[config.mk]
export PLATFORM = sky130hd
export DESIGN_NAME = booth_mult_seq
export DESIGN_NICKNAME = d
export VERILOG_FILES = /design/src/rtl/booth_mult_seq.sv
export SDC_FILE = /design/constraint.sdc
export NUM_CORES = 1
export LEC_CHECK = 0
export BUFFER_PORTS_ARGS = -buffer_cell sky130_fd_sc_hd__buf_2
export CORE_MARGIN = 2
export CORE_UTILIZATION = 50
export DETAILED_ROUTE_END_ITERATION = 7
export PLACE_DENSITY_LB_ADDON = 0.25
export SETUP_SLACK_MARGIN = 0.1
export SLEW_MARGIN = 20
export SYNTH_ARGS = -nofsm -noshare
export SYNTH_HDL_FRONTEND = slang
export SYNTH_SLANG_ARGS = --single-unit
[constraint.sdc]
create_clock -name clk -period 13.5 [get_ports clk]
set_input_delay 1.35 -clock clk [delete_from_list [all_inputs] [get_ports clk]]
set_output_delay 1.35 -clock clk [all_outputs]
set_load 0.02 [all_outputs]
[src/rtl/booth_mult_seq.sv]
// -----------------------------------------------------------------------------
// booth_mult_seq
// Sequential radix-2 Booth controller for a signed 64x64 -> 128 multiply.
// Owns the IDLE/RUN/DONE state machine, the iteration counter and the
// A/Q/Q-1 working registers. The add/subtract step uses the ones-complement
// plus carry-in form: operand XOR sub, carry-in = sub.
//
// Ports
//   clk          : clock, rising edge
//   rst          : asynchronous, active-high reset
//   start        : request, accepted on a rising edge while ready=1
//   abort        : cancels an operation in RUN (no done, product unchanged)
//   multiplicand : signed M, sampled on the accept edge only
//   multiplier   : signed Q, sampled on the accept edge only
//   ready        : high in IDLE and DONE
//   busy         : high in RUN
//   done         : one-cycle pulse, product valid
//   product      : signed M*Q, held until the next done
//
// Optional feature macro: BOOTH_ZERO_SKIP_EN
//   When defined, a zero operand bypasses RUN; done follows one cycle
//   after the accept edge with product=0 and busy never asserts.
// -----------------------------------------------------------------------------
module booth_mult_seq (
    input  logic                 clk,
    input  logic                 rst,
    input  logic                 start,
    input  logic                 abort,
    input  logic signed [63:0]   multiplicand,
    input  logic signed [63:0]   multiplier,
    output logic                 ready,
    output logic                 busy,
    output logic                 done,
    output logic signed [127:0]  product
);

    typedef enum logic [1:0] {
        IDLE  = 2'd0,
        RUN   = 2'd1,
        DONE  = 2'd2
`ifdef BOOTH_ZERO_SKIP_EN
        ,
        ZSKIP = 2'd3
`endif
    } state_t;

    state_t             state;
    state_t             state_nxt;
    logic signed [64:0] m_p0;      // sign-extended multiplicand
    logic signed [64:0] a_p0;      // accumulator, one guard bit for M=-2^63
    logic        [63:0] q_p0;
    logic               q_m1_p0;
    logic        [5:0]  count;

    logic               accept;
    logic               last_iter;
    logic signed [64:0] a_sum;
    logic signed [64:0] a_shift;
    logic        [63:0] q_shift;

    // One Booth add/subtract step. sel = {Q[0], Q-1}.
    function automatic logic signed [64:0] booth_step(
        input logic signed [64:0] acc,
        input logic signed [64:0] mcand,
        input logic        [1:0]  sel
    );
        logic        sub;
        logic        en;
        logic [64:0] opnd;
        sub  = (sel == 2'b10);
        en   = sel[1] ^ sel[0];
        opnd = en ? (mcand ^ {65{sub}}) : 65'd0;
        return $signed(acc + opnd + {64'd0, sub});
    endfunction

    assign accept    = start & ready;
    assign last_iter = (count == 6'd63);

    assign a_sum   = booth_step(a_p0, m_p0, {q_p0[0], q_m1_p0});
    // Arithmetic right shift of {A,Q,Q-1}; A[64] is replicated.
    assign a_shift = {a_sum[64], a_sum[64:1]};
    assign q_shift = {a_sum[0], q_p0[63:1]};

    assign ready = (state == IDLE) || (state == DONE);
    assign busy  = (state == RUN);
    assign done  = (state == DONE);

    always_comb begin
        state_nxt = state;
        case (state)
            IDLE, DONE: begin
                if (start) begin
`ifdef BOOTH_ZERO_SKIP_EN
                    if ((multiplicand == 64'sd0) || (multiplier == 64'sd0))
                        state_nxt = ZSKIP;
                    else
                        state_nxt = RUN;
`else
                    state_nxt = RUN;
`endif
                end else begin
                    state_nxt = IDLE;
                end
            end
            RUN: begin
                if (abort)
                    state_nxt = IDLE;
                else if (last_iter)
                    state_nxt = DONE;
            end
`ifdef BOOTH_ZERO_SKIP_EN
            ZSKIP: state_nxt = DONE;
`endif
            default: state_nxt = IDLE;
        endcase
    end

    always_ff @(posedge clk or posedge rst) begin
        if (rst) begin
            state   <= IDLE;
            m_p0    <= '0;
            a_p0    <= '0;
            q_p0    <= '0;
            q_m1_p0 <= 1'b0;
            count   <= '0;
            product <= '0;
        end else begin
            state <= state_nxt;
            if (accept) begin
                m_p0    <= {multiplicand[63], multiplicand};
                q_p0    <= multiplier;
                a_p0    <= '0;
                q_m1_p0 <= 1'b0;
                count   <= '0;
            end else if ((state == RUN) && !abort) begin
                a_p0    <= a_shift;
                q_p0    <= q_shift;
                q_m1_p0 <= q_p0[0];
                count   <= count + 6'd1;
                if (last_iter)
                    product <= {a_shift[63:0], q_shift};
            end
`ifdef BOOTH_ZERO_SKIP_EN
            if (state == ZSKIP)
                product <= '0;
`endif
        end
    end

endmodule

Yosys cells after proc, flatten, opt, wreduce, memory -nomap -nowiden
Index checks and enable logic that the tools add are counted.
- multiplexer cells: 13
- bitwise gates (word level): 4
- equal/unequal tests: 5
- reduce and logical (&&, ||, !) cells: 7
- add/subtract/negate cells: 3
- operators with widths (operator ; number):
    2-to-1 mux 65 bit ; 3
    2-to-1 mux 64 bit ; 2
    adder 65 x 1 -> 65 bit ; 1
    adder 65 bit ; 1
    XOR 65 bit ; 1
    2-to-1 mux 6 bit ; 2
    adder 6 x 1 -> 6 bit, second input constant ; 1
    equality test 6 bit, second input constant ; 1
    equality test 2 bit, second input constant ; 2
    2-to-1 mux 2 bit ; 2
    case mux 2 bit (2 select lines) ; 1
    2-to-1 mux 1 bit ; 3
    inequality test 3 x 2 -> 1 bit, second input constant ; 1
    AND reduction 3 bit ; 1
    equality test 2 x 1 -> 1 bit, second input constant ; 1
    logical NOT 2 bit ; 1
    nonzero test 2 bit ; 1
    OR reduction 2 bit ; 1
    AND 1 bit ; 1
    logical AND 1 bit ; 1
    logical NOT 1 bit ; 1
    logical OR 1 bit ; 1
    inverter 1 bit ; 1
    XOR 1 bit ; 1
- flip-flop bits (word level): 330
- output and inout port bits: 131

Logic depth before layout (Yosys ltp)
- depth after elaboration: 7
- gate-level depth with buffers: 17
- gate-level depth less buffers: 15

Worst setup path after synthesis
No wires, ideal clock.
- path type: register to register
- start: reg q_m1_p0
- end: reg product[121]
- path buffers: 2
- period minus slack after synthesis: 4053 ps
- setup slack: 9447 ps
- stages on the path, launching flop included: 17
- arrival time: 3928 ps
- cells stage by stage: dfrtp_1 > inv_1 > ha_1 > clkbuf_1 > buf_1 > xnor2_1 > nor2_1 > ha_1 > nand4_4 > or4_4 > or3_1 > a211oi_2 > o21ai_2 > a31oi_2 > nor2_1 > xnor2_1 > mux2_2
- word-level cells in the longest chain between the ends: 5
- elaborated cells between the ends (all ways): 6
- ends and longest elaborated chain (element ; line ; text):
    from (decl) ; 52 ; logic q_m1_p0;
    from (signal assigned) ; 138 ; q_m1_p0 <= q_p0[0];
    equality test 2 bit ; 70 ; sub = (sel == 2'b10);
    XOR 65 bit ; 72 ; opnd = en ? (mcand ^ {65{sub}}) : 65'd0;
    2-to-1 mux 65 bit ; 72 ;
    adder 65 bit ; 73 ; return $signed(acc + opnd + {64'd0, sub});
    adder 65 x 1 -> 65 bit * ; 73 ;
    to (signal assigned) ; 141 ; product <= {a_shift[63:0], q_shift};
    to (decl) ; 34 ; output logic signed [127:0] product
Mark *: on every way between the ends. The rest lies on a longest branch, timed or not.
A chain may end at the register's enable or synchronous reset.

Final worst setup path
- start: reg q_m1_p0
- end: reg product[127]
The elaborated chain is that of the path after synthesis.

==> impl_metrics.py <==
metrics = {
    "setup_path": {
        "ff2ff_path_depth": 15,
        "r2r-end": "product[127]",
        "startpoint_type": "flop",
        "arrival_ns": 5.09,
        "critPathKind": "flop to flop",
        "r2r_start": "q_m1_p0",
        "worstPathMaxFanout": 38,
        "endpoint_kind": "flop",
        "crit_required_ns": 13.87,
        "rrSetupSlack_ns": 8.77,
    },
    "route": {
        "antenna_left": 0,
        "firstDrtPassIters": 5,
        "initialDrtViolationCount": 1229,
        "drcViolationCount": 0,
        "vias_per_cell": 5.532,
        "wl_um": 46770,
        "via_count": 14980,
        "drt-wirelength-per-cell_um": 17.27,
    },
    "placement": {
        "hpwl_um": 32410,
        "routabilityCongestion": 0.9222,
        "placement.io_buffers": 262,
        "place_area_mm2": 0.01890,
    },
    "logic_synthesis": {
        "ys_top_cells_by_area": "dfrtp_1, nand2_1, xnor2_1, ha_1, o21ai_0",
        "synth_area_leader_cell": "dfrtp_1",
        "avgSynthCellArea_um2": 8.513,
        "synth_area_mm2": 0.01739,
        "syn_inst": 2043,
        "synth_edf_count": 0,
        "synth_top_area_share_pct": 47.34,
        "yosysWarnings": 0,
        "yosysUniqueCellTypes": 63,
        "synth_seq_cells": 329,
        "synth_ff_type": "dfrtp_1",
        "synth-async-reset-ratio_pct": 100.0,
        "yosysSeqAreaShare_pct": 47.34,
        "synth_fp_nets": 2242,
    },
    "clock_network": {
        "cts_buffers": 37,
        "cts_tree": "yes",
        "insertion_delay_ns": 0.53,
        "cts.repair.resized": 0,
        "clk_path_buf_depth": 3,
        "ctsHoldBuffers": 0,
        "post-cts-setup-buffers": 0,
        "root_buffer": "clkbuf_16",
        "htree_levels": 2,
        "clk_pin_slew_ns": 0.06,
        "clock_sinks": 329,
    },
    "global_route": {
        "gr-total-overflow": 0,
        "grt_use_total_pct": 25.75,
        "grt_pass1_vias": 14510,
        "antenna_found_initial": 3,
        "grt_pass1_wl_um": 75620,
        "grt_max_degree": 159,
    },
    "timing": {
        "slew_viol_final": 0,
        "final-setup-viol-count": 0,
        "tightest_slew_ns": 0.9311,
        "skew_ns": 0.01277,
        "rsz0062_at_grt": "false",
        "slew-limit-headroom_pct": 37.92,
        "finalCriticalPeriod_ns": 4.725,
        "fin_crit_sh_pct": 35.00,
        "fmax_mhz": 211.6,
        "finalHoldViolCount": 0,
        "setup-tns-final_ns": 0,
    },
    "worst_hold_path": {
        "min_from": "product[3]",
        "holdPathEnd": "product[3]",
        "whs_path_depth": 2,
        "hold_class": "flop to flop",
    },
    "layout": {
        "final_layout_size_suffix_gt1_share_pct": 16.84,
        "nets": 2420,
        "postLayoutCoreUtil_pct": 58.59,
        "syn_to_final_growth_pct": 15.79,
        "finalInstanceArea_mm2": 0.02014,
    },
    "floorplanning": {
        "row_count": 68,
        "die-height_um": 190.5,
        "die_x_um": 190.5,
        "ios": 263,
        "design.core.area_mm2": 0.03437,
        "start_util_pct": 50.60,
        "dieArea_mm2": 0.03629,
    },
    "pwr": {
        "power_density_mw_per_mm2": 195.4,
        "max-vdd-ir-drop_uv": 104.1,
        "p_leak_nw": 10.41,
    },
    "outcome": {
        "outcome": "finished, final reports clean",
    },
    "flow_run": {
        "maxCapViolCount": 0,
    },
}
## worst max-delay path: stages, from the launching register on
cell	delay, ns
dfrtp_1	0.37
inv_1	0.09
ha_4	0.47
buf_4	0.64
xnor2_1	0.19
nor2_1	0.06
ha_1	0.47
and3_1	0.28
nand4_1	0.16
or4_1	0.45
o22ai_1	0.24
nor3_2	0.16
nor4_1	0.40
o21ai_0	0.16
a41oi_1	0.28
o21ai_0	0.14
## how the worst max path moves through the flow
stage            start           end  slack, ns  depth (start not counted)
2_1_floorplan      rst       a_p0[0]       3.04                          1
3_3_place_gp   q_m1_p0  product[127]       8.94                         15
3_5_place_dp   q_m1_p0  product[127]       8.84                         15
4_1_cts        q_m1_p0  product[127]       8.82                         15
5_1_grt        q_m1_p0      a_p0[63]       8.39                         15
6_report       q_m1_p0  product[127]       8.77                         15
## cell usage after synthesis, types with 4 or more instances
cell      count
buf_2        19
a211oi_1      9
a22o_1       18
a22oi_1      11
nand2_1     647
or3_1         5
clkbuf_1    105
o21ai_0     124
a31oi_1      67
o31ai_1       7
nand4_1      24
nor3_1        9
nand3_1      63
xor2_1       23
and4_1        4
a221oi_1      4
mux2_2       16
dfrtp_1     329
ha_1         65
o21ai_1       4
a21oi_1      69
or4_1         5
buf_1        11
and3_1        7
o211ai_1      4
xnor2_1     105
inv_1        19
nor2_1      161
a21o_1       41
o21bai_1     14
## layout make-up
class / instances / area (um2)
repair buffers: 274 / 1414
diodes: 3 / 7.507
flip-flops and latches: 329 / 8233
clock inverters: 14 / 178.9
multi-input cells: 1560 / 8605
inverters: 19 / 80.08
well taps: 455 / 569.3
clock buffers: 54 / 1051
fillers: 3167 / 14230
## placed cells by master (no fill, tap or decap), types with 4 or more instances in the layout
cell type / n
xor2_1: 23
xnor2_1: 105
clkbuf_1: 12
a21o_1: 41
nand3_1: 63
inv_1: 17
buf_2: 262
clkbuf_16: 38
or4_1: 5
o31ai_1: 7
a221oi_1: 4
a211oi_1: 9
nand2_1: 645
clkinv_2: 8
o211ai_1: 4
a21oi_1: 69
nor3_1: 8
and3_1: 7
or3_1: 4
dfrtp_1: 329
nand4_1: 24
and4_1: 4
o21bai_1: 14
a22oi_1: 11
mux2_2: 16
buf_4: 11
clkbuf_8: 4
a31oi_1: 67
nor2_1: 160
o21ai_0: 124
ha_1: 64
a22o_1: 18
o21ai_1: 4
## stage by stage
step / std cells / power, mW / setup WS [ns] / hold slack, ns
4_1_cts: 2705 / 3.940 / 8.817 / 0.4714
3_3_place_gp: 2637 / 2.876 / 8.945 / 0.4542
6_report: 2708 / 3.935 / 8.775 / 0.4673
3_5_place_dp: 2637 / 2.907 / 8.836 / 0.4566
2_1_floorplan: 2043 / 2.508 / 3.039 / 0.4525
5_1_grt: 2708 / 4.198 / 8.392 / 0.4921
## flip-flops by register name, summed over array words and instances (netlist names)
name,flops
a_p0,64
count,6
m_p0,64
product,128
q_m1_p0,1
q_p0,64
state,2
## logic make-up after synthesis
family	after synthesis	share of synthesized area, %
flip-flops	329	47.34
buffers and inverters	154	3.460
AO/OA/AOI/OAI	402	14.53
multiplexers	17	1.094
adder cells (fa/ha/maj)	67	4.906
XOR/XNOR	128	6.446
AND/OR/NAND/NOR	946	22.23
## power by group
part	total [mW]	internal (mW)	switching, mW
clock network	1.02	0.604	0.416
registers	1.28	1.16	0.128
logic	1.63	0.603	1.03
## per-layer routing
metal  track usage, %  part of all wire [%]  up-vias
met3            3.165                   5.2       90
met1            36.04                    45     7220
li1                 -                     -     7227
met2            41.37                    46      445
met5                0                     0        -
met4            9.183                   3.6        0
(Power assumes the default switching activity.)
